--- src/rtl/alu_exec_stage_pkg.sv ---
`default_nettype none
// +----------------------------------------------------------------------------+
// | Module      : alu_exec_stage_pkg                                           |
// | Description : Shared ALU definitions: the operation encoding, the result   |
// |               the ALU returns for NOP or unknown ops, and the default      |
// |               width of the destination tag.                                |
// | Revision    : 1.0 - initial release                                        |
// +----------------------------------------------------------------------------+
package alu_exec_stage_pkg;

  typedef enum logic [3:0] {
    ALU_ADD  = 4'd0,
    ALU_SUB  = 4'd1,
    ALU_AND  = 4'd2,
    ALU_OR   = 4'd3,
    ALU_XOR  = 4'd4,
    ALU_SLL  = 4'd5,
    ALU_SRL  = 4'd6,
    ALU_SRA  = 4'd7,
    ALU_SLT  = 4'd8,
    ALU_SLTU = 4'd9,
    ALU_NOP  = 4'd10
  } alu_op_t;

  // Result the ALU produces for NOP and for any undefined encoding.
  localparam logic [31:0] ALU_NOP_RESULT = 32'hE2202;

  // System default for the destination tag width (warp id + rd).
  localparam int EXEC_TAG_W = 8;

endpackage
`default_nettype wire

--- src/rtl/alu.sv ---
`default_nettype none
// +----------------------------------------------------------------------------+
// | Module      : alu                                                          |
// | Description : Purely combinational 32-bit integer ALU.                     |
// |   op     in  alu_op_t  operation                                           |
// |   a      in  32        operand A                                           |
// |   b      in  32        operand B (shifts use b[4:0])                       |
// |   result out 32        result; ALU_NOP_RESULT for NOP/unknown ops          |
// | Revision    : 1.0 - initial release                                        |
// +----------------------------------------------------------------------------+
module alu
  import alu_exec_stage_pkg::*;
(
  input  alu_op_t     op,
  input  logic [31:0] a,
  input  logic [31:0] b,
  output logic [31:0] result
);

  always_comb begin
    result = ALU_NOP_RESULT;
    case (op)
      ALU_ADD:  result = a + b;
      ALU_SUB:  result = a - b;
      ALU_AND:  result = a & b;
      ALU_OR:   result = a | b;
      ALU_XOR:  result = a ^ b;
      ALU_SLL:  result = a << b[4:0];
      ALU_SRL:  result = a >> b[4:0];
      ALU_SRA:  result = $unsigned($signed(a) >>> b[4:0]);
      ALU_SLT:  result = {31'd0, ($signed(a) < $signed(b))};
      ALU_SLTU: result = {31'd0, (a < b)};
      default:  result = ALU_NOP_RESULT;
    endcase
  end

endmodule
`default_nettype wire

--- src/rtl/alu_exec_stage_fifo.sv ---
`default_nettype none
// +----------------------------------------------------------------------------+
// | Module      : sync_fifo                                                    |
// | Description : Single-clock FIFO with registered storage and a head that    |
// |               is read straight out of storage (no input-to-output path).   |
// |   clk, rst_n   in   clock, asynchronous active-low reset                   |
// |   flush        in   synchronous clear of pointers and count                |
// |   push         in   write request (taken only when push_ready)             |
// |   push_data    in   DATA_W write data                                      |
// |   push_ready   out  not full, or full with a pop this cycle                |
// |   pop          in   read request (ignored when empty)                      |
// |   head_data    out  DATA_W oldest entry                                    |
// |   count        out  occupancy, log2(DEPTH)+1 bits                          |
// | Revision    : 1.0 - initial release                                        |
// +----------------------------------------------------------------------------+
module sync_fifo #(
  parameter int DATA_W = 32,
  parameter int DEPTH  = 2   // power of two, >= 2
) (
  input  logic                       clk,
  input  logic                       rst_n,
  input  logic                       flush,
  input  logic                       push,
  input  logic [DATA_W-1:0]          push_data,
  output logic                       push_ready,
  input  logic                       pop,
  output logic [DATA_W-1:0]          head_data,
  output logic [$clog2(DEPTH):0]     count
);

  localparam int PTR_W = $clog2(DEPTH);
  localparam int CNT_W = PTR_W + 1;
  localparam logic [CNT_W-1:0] FULL_COUNT = CNT_W'(DEPTH);

  logic [DATA_W-1:0] mem [DEPTH];
  logic [PTR_W-1:0]  wr_ptr;
  logic [PTR_W-1:0]  rd_ptr;
  logic              push_fire;
  logic              pop_fire;

  assign pop_fire   = pop && (count != '0);
  // A pop in the same cycle frees the slot the push will land in.
  assign push_ready = (count != FULL_COUNT) || pop_fire;
  assign push_fire  = push && push_ready;
  assign head_data  = mem[rd_ptr];

  always_ff @(posedge clk or negedge rst_n) begin
    if (!rst_n) begin
      for (int i = 0; i < DEPTH; i++) mem[i] <= '0;
    end else if (push_fire && !flush) begin
      mem[wr_ptr] <= push_data;
    end
  end

  always_ff @(posedge clk or negedge rst_n) begin
    if (!rst_n) begin
      wr_ptr <= '0;
      rd_ptr <= '0;
      count  <= '0;
    end else if (flush) begin
      wr_ptr <= '0;
      rd_ptr <= '0;
      count  <= '0;
    end else begin
      if (push_fire) wr_ptr <= wr_ptr + 1'b1;
      if (pop_fire)  rd_ptr <= rd_ptr + 1'b1;
      case ({push_fire, pop_fire})
        2'b10:   count <= count + 1'b1;
        2'b01:   count <= count - 1'b1;
        default: count <= count;
      endcase
    end
  end

endmodule
`default_nettype wire

--- src/rtl/alu_exec_stage.sv ---
`default_nettype none
// +----------------------------------------------------------------------------+
// | Module      : alu_exec_stage                                               |
// | Description : Registered ALU execute stage. S1 captures the issued         |
// |               instruction (operand B already muxed with the immediate);    |
// |               the ALU result from S1 is queued in an output FIFO toward    |
// |               writeback.                                                   |
// |   clk, rst_n              clock, asynchronous active-low reset             |
// |   flush                   kill S1 and FIFO contents at the next edge       |
// |   in_valid / in_ready     dispatch handshake                               |
// |   in_alu_op, in_operand_a, in_operand_b, in_use_imm, in_imm,               |
// |   in_tag, in_wb_en        issued instruction                               |
// |   out_valid / out_ready   writeback handshake                              |
// |   out_result, out_tag, out_wb_en   FIFO head                               |
// |   busy                    S1 valid or FIFO non-empty                       |
// | Revision    : 1.0 - initial release                                        |
// +----------------------------------------------------------------------------+
module alu_exec_stage
  import alu_exec_stage_pkg::*;
#(
  parameter int TAG_W      = EXEC_TAG_W,
  parameter int FIFO_DEPTH = 2
) (
  input  logic             clk,
  input  logic             rst_n,
  input  logic             flush,
  input  logic             in_valid,
  output logic             in_ready,
  input  alu_op_t          in_alu_op,
  input  logic [31:0]      in_operand_a,
  input  logic [31:0]      in_operand_b,
  input  logic             in_use_imm,
  input  logic [31:0]      in_imm,
  input  logic [TAG_W-1:0] in_tag,
  input  logic             in_wb_en,
  output logic             out_valid,
  input  logic             out_ready,
  output logic [31:0]      out_result,
  output logic [TAG_W-1:0] out_tag,
  output logic             out_wb_en,
  output logic             busy
);

  localparam int ENTRY_W = 32 + TAG_W + 1;
  localparam int CNT_W   = $clog2(FIFO_DEPTH) + 1;

  // S1 registers
  logic             s1_valid;
  alu_op_t          s1_op;
  logic [31:0]      s1_a;
  logic [31:0]      s1_b;
  logic [TAG_W-1:0] s1_tag;
  logic             s1_wb_en;

  logic               s1_advance;
  logic               accept;
  logic               pop;
  logic               fifo_push_ready;
  logic [CNT_W-1:0]   fifo_count;
  logic [31:0]        alu_result;
  logic               push_wb_en;
  logic [ENTRY_W-1:0] push_entry;
  logic [ENTRY_W-1:0] head_entry;

  assign out_valid  = (fifo_count != '0);
  assign pop        = out_valid && out_ready;
  assign s1_advance = s1_valid && fifo_push_ready;
  assign in_ready   = !flush && (!s1_valid || s1_advance);
  assign accept     = in_valid && in_ready;
  assign busy       = s1_valid || out_valid;

  always_ff @(posedge clk or negedge rst_n) begin
    if (!rst_n) begin
      s1_valid <= 1'b0;
      s1_op    <= ALU_NOP;
      s1_a     <= '0;
      s1_b     <= '0;
      s1_tag   <= '0;
      s1_wb_en <= 1'b0;
    end else if (flush) begin
      s1_valid <= 1'b0;
    end else if (accept) begin
      s1_valid <= 1'b1;
      s1_op    <= in_alu_op;
      s1_a     <= in_operand_a;
      s1_b     <= in_use_imm ? in_imm : in_operand_b;
      s1_tag   <= in_tag;
      s1_wb_en <= in_wb_en;
    end else if (s1_advance) begin
      s1_valid <= 1'b0;
    end
  end

  alu u_alu (
    .op     (s1_op),
    .a      (s1_a),
    .b      (s1_b),
    .result (alu_result)
  );

  // NOP flows through to keep ordering but never writes a register.
  assign push_wb_en = s1_wb_en && (s1_op != ALU_NOP);
  assign push_entry = {alu_result, s1_tag, push_wb_en};

  sync_fifo #(
    .DATA_W (ENTRY_W),
    .DEPTH  (FIFO_DEPTH)
  ) u_fifo (
    .clk        (clk),
    .rst_n      (rst_n),
    .flush      (flush),
    .push       (s1_advance),
    .push_data  (push_entry),
    .push_ready (fifo_push_ready),
    .pop        (pop),
    .head_data  (head_entry),
    .count      (fifo_count)
  );

  assign out_result = head_entry[ENTRY_W-1 -: 32];
  assign out_tag    = head_entry[TAG_W:1];
  assign out_wb_en  = head_entry[0];

endmodule
`default_nettype wire
--- config.mk ---
export PLATFORM = sky130hd
export DESIGN_NAME = alu_exec_stage
export DESIGN_NICKNAME = d
export VERILOG_FILES = /design/src/rtl/alu_exec_stage_pkg.sv /design/src/rtl/alu.sv /design/src/rtl/alu_exec_stage_fifo.sv /design/src/rtl/alu_exec_stage.sv
export SDC_FILE = /design/constraint.sdc
export NUM_CORES = 1
export LEC_CHECK = 0
export BUFFER_PORTS_ARGS = -buffer_cell sky130_fd_sc_hd__buf_2
export CORE_MARGIN = 2
export CORE_UTILIZATION = 30
export CTS_BUF_LIST = sky130_fd_sc_hd__clkbuf_4 sky130_fd_sc_hd__clkbuf_8
export DETAILED_ROUTE_END_ITERATION = 10
export PLACE_DENSITY = 0.57
export SLEW_MARGIN = 20
export SYNTH_ARGS = -nofsm -noshare
export SYNTH_HDL_FRONTEND = slang
export SYNTH_SLANG_ARGS = --single-unit
export TNS_END_PERCENT = 1
--- constraint.sdc ---
create_clock -name clk -period 6.6 [get_ports clk]
set_input_delay 1.32 -clock clk [delete_from_list [all_inputs] [get_ports clk]]
set_output_delay 1.32 -clock clk [all_outputs]
set_load 0.1 [all_outputs]
==> impl_metrics.tcl, run 1 <==
set metrics [dict create \
    tns_ns 0 \
    drv_cap 0 \
    synth_nets 2090 \
    clk_latency_ns 0.57 \
    reg2reg_depth 12 \
    cp-end-kind "flip-flop" \
    placed_area_um2 16800 \
    hp-class "reg2reg" \
    fmax_ghz 0.226 \
    die_h_um 231 \
    outcome "complete, no violations" \
    postRouteAntennaNets 0 \
    r2r-start "s1_b[0]" \
    rsz0062_at_grt "false" \
    slowest_stage "dfrtp_4" \
    via_count 15250 \
    drc 0 \
    cp_cell_sequence "buf_4, inv_1, ha_1, mux2i_1, a21oi_1, a22oi_1, and3_1, o21ai_1, a211oi_1, mux2_1, o22ai_1, mux2_2" \
    worst-path-max-fanout 55 \
    synth_flop_cell "dfrtp_1" \
    slew_headroom_pct 22.4 \
    synth_area_um2 15500 \
    initial_core_util_pct 30.3 \
    yosysTopAreaCell "dfrtp_1" \
    setup.worst_path.start "s1_b[0]" \
    hold_viol 0 \
    grt_pass1_vias 14778 \
    cp.arrival_ns 4.87 \
    gp_congestion 1.03 \
    cpPeakStageDelay_ns 0.77 \
    cts_buffer_depth 2 \
    yosysMostFrequentCell "nor2_1" \
    path_depth 12 \
    area_growth_pct 10.7 \
    drt-vias-per-instance 5.80 \
    cts_made_buffers 17 \
    post-dp-hpwl_um 49900 \
    multiInputGateArea_um2 10500 \
    cp_top_family "compound AO/OA/AOI/OAI gates" \
    dieArea_um2 53600 \
    root_buffer "clkbuf_8" \
    grt_max_degree 71 \
    p_leak_uw 0.00745 \
    antenna_found_initial 0 \
    row_count 83 \
    crit_type "reg2reg" \
    postCtsHoldBufs 0 \
    tightest_slew_ns 1.15 \
    final.fill_count 5403 \
    critPathRequiredTime_ns 7.04 \
    ys_seq_area_share_pct 26.5 \
    synth_edf_count 0 \
    hold_ws_ns 0.482 \
    drt_first_pass_iters 8 \
    slew_violations 0 \
    synth_common_cells "nor2_1 (210), nand2_1 (195), dfrtp_1 (162), a21oi_1 (152), o21ai_0 (144)" \
    timing.final.crit_period_ns 4.42 \
    synthCells 1876 \
    dp.cells 2598 \
    cts_tree "built" \
    drt_wl_total_um 64900 \
    final_area_um2 17200 \
    clk_pin_slew_ns 0.11 \
    ys_warn_count 0 \
    timing.rr.end "u_fifo.mem[80]" \
    htreeDepth 4 \
    port_buffers 158 \
    yosysUniqueCellTypes 87 \
    fin_cells 2631 \
    yosys_register_bits 164 \
    drt_iter0_drc 1684 \
    wl_per_cell_um 24.7 \
    pin_count 159 \
    power_density_nw_per_um2 336 \
    irDropWorstVdd_mv 0.158 \
    reg2reg_setup_slack_ns 2.18 \
    async_flop_share_pct 100 \
    grt_use_total_pct 24.1 \
    syn_area_per_cell_um2 8.28 \
    post_cts_resized 0 \
    crit_end "u_fifo.mem[80]" \
    min_period_over_period_pct 67.0 \
    core_um2 51200 \
    fin_nets 2151 \
    final_layout_size_suffix_gt1_share_pct 20.8 \
    setup_violations 0 \
    dieWidth_um 231 \
    crit_buf_inv 2 \
    grt_overflow 0 \
    clock-skew-final_ns 0.0284 \
    cts_sinks 164 \
    synth.area.top_cells "dfrtp_1 (26%), mux2_2 (8.3%), ha_1 (7.8%)" \
    seq_area_um2 4120 \
    synth_top_cell_area_share_pct 26.1 \
    startpoint_type "flip-flop" \
    cts_setup_buffers 0 \
    grt_pass1_wl_um 96700 \
]
[flip-flops by register name, summed over array words and instances (netlist names)]
name           cells
u_fifo.wr_ptr      1
s1_b              32
s1_op              4
u_fifo.rd_ptr      1
u_fifo.count       2
s1_tag             8
u_fifo.mem        82
s1_valid           1
s1_wb_en           1
s1_a              32
[where the power goes]
part           internal, µW  leakage (µW)  switching, µW
Combinational          1050       0.00527           2450
Clock                   300      0.000202            446
Sequential             1280       0.00197            264
Total                  2620       0.00745           3160
[cell usage in the layout, fill, tap and decap left out, types with 73 or more instances in the layout]
cell type    n
o21ai_0    144
buf_2      157
mux2i_1     73
nand2_1    195
a21oi_1    152
ha_1        97
mux2_2     114
inv_1       97
dfrtp_1    157
nor2_1     210
[cell families after synthesis]
family          after synthesis  synth area share (%)
compound gates              585                  24.6
simple gates                549                  15.5
buf+inv                     244                  6.36
mux                         228                  18.6
flops                       164                  26.5
fa+ha+maj                    99                  8.08
xor+xnor                      7                 0.395
[metal layers]
layer	global-route usage (%)	vias to the layer above	share of wire [%]
li1	-	6958	-
met1	33.8	7531	45
met2	37.3	665	45
met3	4.81	96	7.4
met4	7.28	0	2.6
met5	0	-	0
[metrics by stage]
step / utilization [%] / worst slack (ns) / power [µW]
CTS: 33.6 / 2.21 / 5770
global route: 33.6 / 1.91 / 6110
global placement: 32.8 / 2.25 / 4980
finish: 33.6 / 2.18 / 5780
detailed placement: 32.8 / 2.25 / 4990
floorplan: - / 2.02 / 4060
[final cells by class]
type / count / area share [%]
diodes: 1 / 0.0146
clock inverters: 12 / 0.670
clock buffers: 20 / 1.56
flip-flops and latches: 164 / 23.9
well taps: 680 / 4.95
repair buffers: 187 / 5.90
inverters: 99 / 2.16
multi-input cells: 1468 / 60.8
[how the worst min path moves through the flow]
| stage | from | endpoint | slack, ns | depth (start not counted) |
|---|---|---|---|---|
| final | u_fifo.mem[12] | u_fifo.mem[12] | 0.48 | 2 |
| after global routing | u_fifo.mem[31] | u_fifo.mem[31] | 0.50 | 2 |
| after CTS | u_fifo.mem[16] | u_fifo.mem[16] | 0.49 | 2 |
| after detailed placement | u_fifo.mem[5] | u_fifo.mem[5] | 0.46 | 2 |
| after global placement | u_fifo.mem[7] | u_fifo.mem[7] | 0.45 | 2 |
| after floorplan | u_fifo.mem[1] | u_fifo.mem[1] | 0.44 | 2 |
[tightest hold or removal path, cell delays in order (launching register included)]
cell     delay [ns]
dfrtp_1        0.35
nand2_1        0.04
o21ai_0        0.06
Note: power is estimated with default switching activity, not from simulation.
==> run 2: changes to the inputs <==
Settings changed: PLACE_DENSITY 0.57 to 0.59.
Clock period 6.6 ns to 3.9 ns, I/O delays scaled along.
==> impl_metrics.tcl, run 2 (synthesis results as in run 1) <==
set metrics [dict create \
    outcome "complete, no violations" \
    placed_area_um2 17900 \
    postCtsHoldBufs 0 \
    grt_use_total_pct 25.2 \
    hold_ws_ns 0.203 \
    post-dp-hpwl_um 53300 \
    drv_cap 0 \
    final_layout_size_suffix_gt1_share_pct 26.8 \
    irDropWorstVdd_mv 0.285 \
    cts_made_buffers 17 \
    post-route-util_pct 36.0 \
    timing.final.crit_period_ns 3.81 \
    largest_register "u_fifo.mem" \
    post-place-ws_ns -0.268 \
    power_density_nw_per_um2 561 \
    power_uw 10300 \
    row_count 83 \
    cts_sinks 164 \
    tightest_slew_ns 1.13 \
    drt_first_pass_iters 6 \
    clock-skew-final_ns 0.0288 \
    grt_max_degree 74 \
    top_regs "u_fifo.mem: 82 flops, s1_a: 32 flops, s1_b: 32 flops" \
    cp_cell_sequence "ha_2, fa_2, o21ba_1, or4_4, a2111oi_4, a211oi_2, o211ai_2, nand4b_1, and3_4, or3_1, a41o_1, mux2_4" \
    grt_overflow 0 \
    cts_tree "built" \
    fmax_ghz 0.262 \
    layout_common_cells "nor2_1 (210), nand2_1 (195), buf_4 (171)" \
    core_um2 51200 \
    cp-end-kind "flip-flop" \
    die_h_um 231 \
    startpoint_type "flip-flop" \
    final.fill_count 5399 \
    rsz0062_at_grt "true" \
    dieWidth_um 231 \
    htreeDepth 4 \
    drt-vias-per-instance 5.73 \
    cts_buffer_depth 2 \
    largest_register_ffs 82 \
    slew_violations 0 \
    critPathRequiredTime_ns 4.36 \
    drc 0 \
    slowest_stage "dfrtp_4" \
    fin_nets 2298 \
    drt_wl_total_um 68100 \
    port_buffers 158 \
    fin_ws_ns 0.0866 \
    postRouteAntennaNets 0 \
    cpPeakStageDelay_ns 0.53 \
    setup_violations 0 \
    clk_latency_ns 0.58 \
    final_common_cell "nor2_1" \
    crit_type "reg2reg" \
    wl_per_cell_um 24.5 \
    setup.worst_path.start "s1_b[0]" \
    pin_count 159 \
    root_buffer "clkbuf_8" \
    dieArea_um2 53600 \
    cp.arrival_ns 4.27 \
    hold_viol 0 \
    grt_pass1_vias 15309 \
    drt_iter0_drc 1795 \
    r2r-start "s1_b[0]" \
    p_leak_uw 0.00820 \
    grt_pass1_wl_um 100000 \
    min_period_over_period_pct 97.8 \
    antenna_found_initial 0 \
    area_growth_pct 18.8 \
    reg2reg_setup_slack_ns 0.09 \
    hp-class "in2async" \
    slew_headroom_pct 24.9 \
    initial_core_util_pct 30.3 \
    final_area_um2 18400 \
    worst-path-max-fanout 5 \
    gp_congestion 1.00 \
    clk_pin_slew_ns 0.12 \
    via_count 15911 \
]
-- run 2: cell types whose count changed in the layout (fill, tap and decap cells not counted), moves of 2 or more --
cell	delta
a311oi_1	-2
a311oi_2	+2
a2111oi_2	+3
buf_12	+3
buf_4	+142
a2111oi_0	-4
-- run 2: final cells by class --
class / instances / area, µm² / share of cell area [%]
Sequential cell: 164 / 4120 / 22.3
Antenna cell: 1 / 2.50 / 0.0136
Clock inverter: 14 / 158 / 0.855
Multi-Input combinational cell: 1468 / 10500 / 57.0
Timing Repair Buffer: 334 / 2190 / 11.9
Tap cell: 680 / 851 / 4.61
Inverter: 99 / 372 / 2.01
Clock buffer: 18 / 248 / 1.34
-- run 2: critical path: cells and delay by family, from the launching register on --
kind                     cells  cell delay [ns]
flip-flops                   1             0.53
multiplexers                 1             0.26
AND/OR/NAND/NOR              4             1.19
AO/OA/AOI/OAI                5             1.13
adder cells (fa/ha/maj)      2             0.57
-- run 2: power by group --
group	total [µW]	leakage (µW)	internal [µW]	switching, µW
registers	2500	0.00197	2170	334
logic	6520	0.00603	2110	4400
clock network	1320	0.000206	549	773
-- run 2: final timing paths --
kind / end / cells past startpoint
min in group clk: s1_a[7] / 3
max in group asynchronous: s1_op[3] / 2
worst max register to register: u_fifo.mem[9] / 12
worst min register to register: u_fifo.mem[7] / 2
worst min-delay path: s1_tag[6] / 1
worst max-delay path: u_fifo.mem[9] / 12
-- run 2: stage by stage --
step	TNS [ns]	std cells
final	0	2778
after floorplan	0	1876
after global placement	-0.422	2743
after global routing	-0.143	2777
after CTS	0	2775
after detailed placement	-0.479	2743
-- run 2: layer usage --
layer  track usage (%)  up-vias  wire (µm)
li1                  -     7243          -
met1              35.0     7830      30500
met2              38.9      722      30200
met3              4.80      116       5200
met4              8.57        0       2140
met5                 0        -          0
-- run 2: what timing repair did --
action                     CTS  global route
setup endpoints to repair    5            19
cloned                       0             1
pin swaps                    0             4
hold endpoints to repair     0             0
buffers inserted             0             1
gates resized for setup      3            12
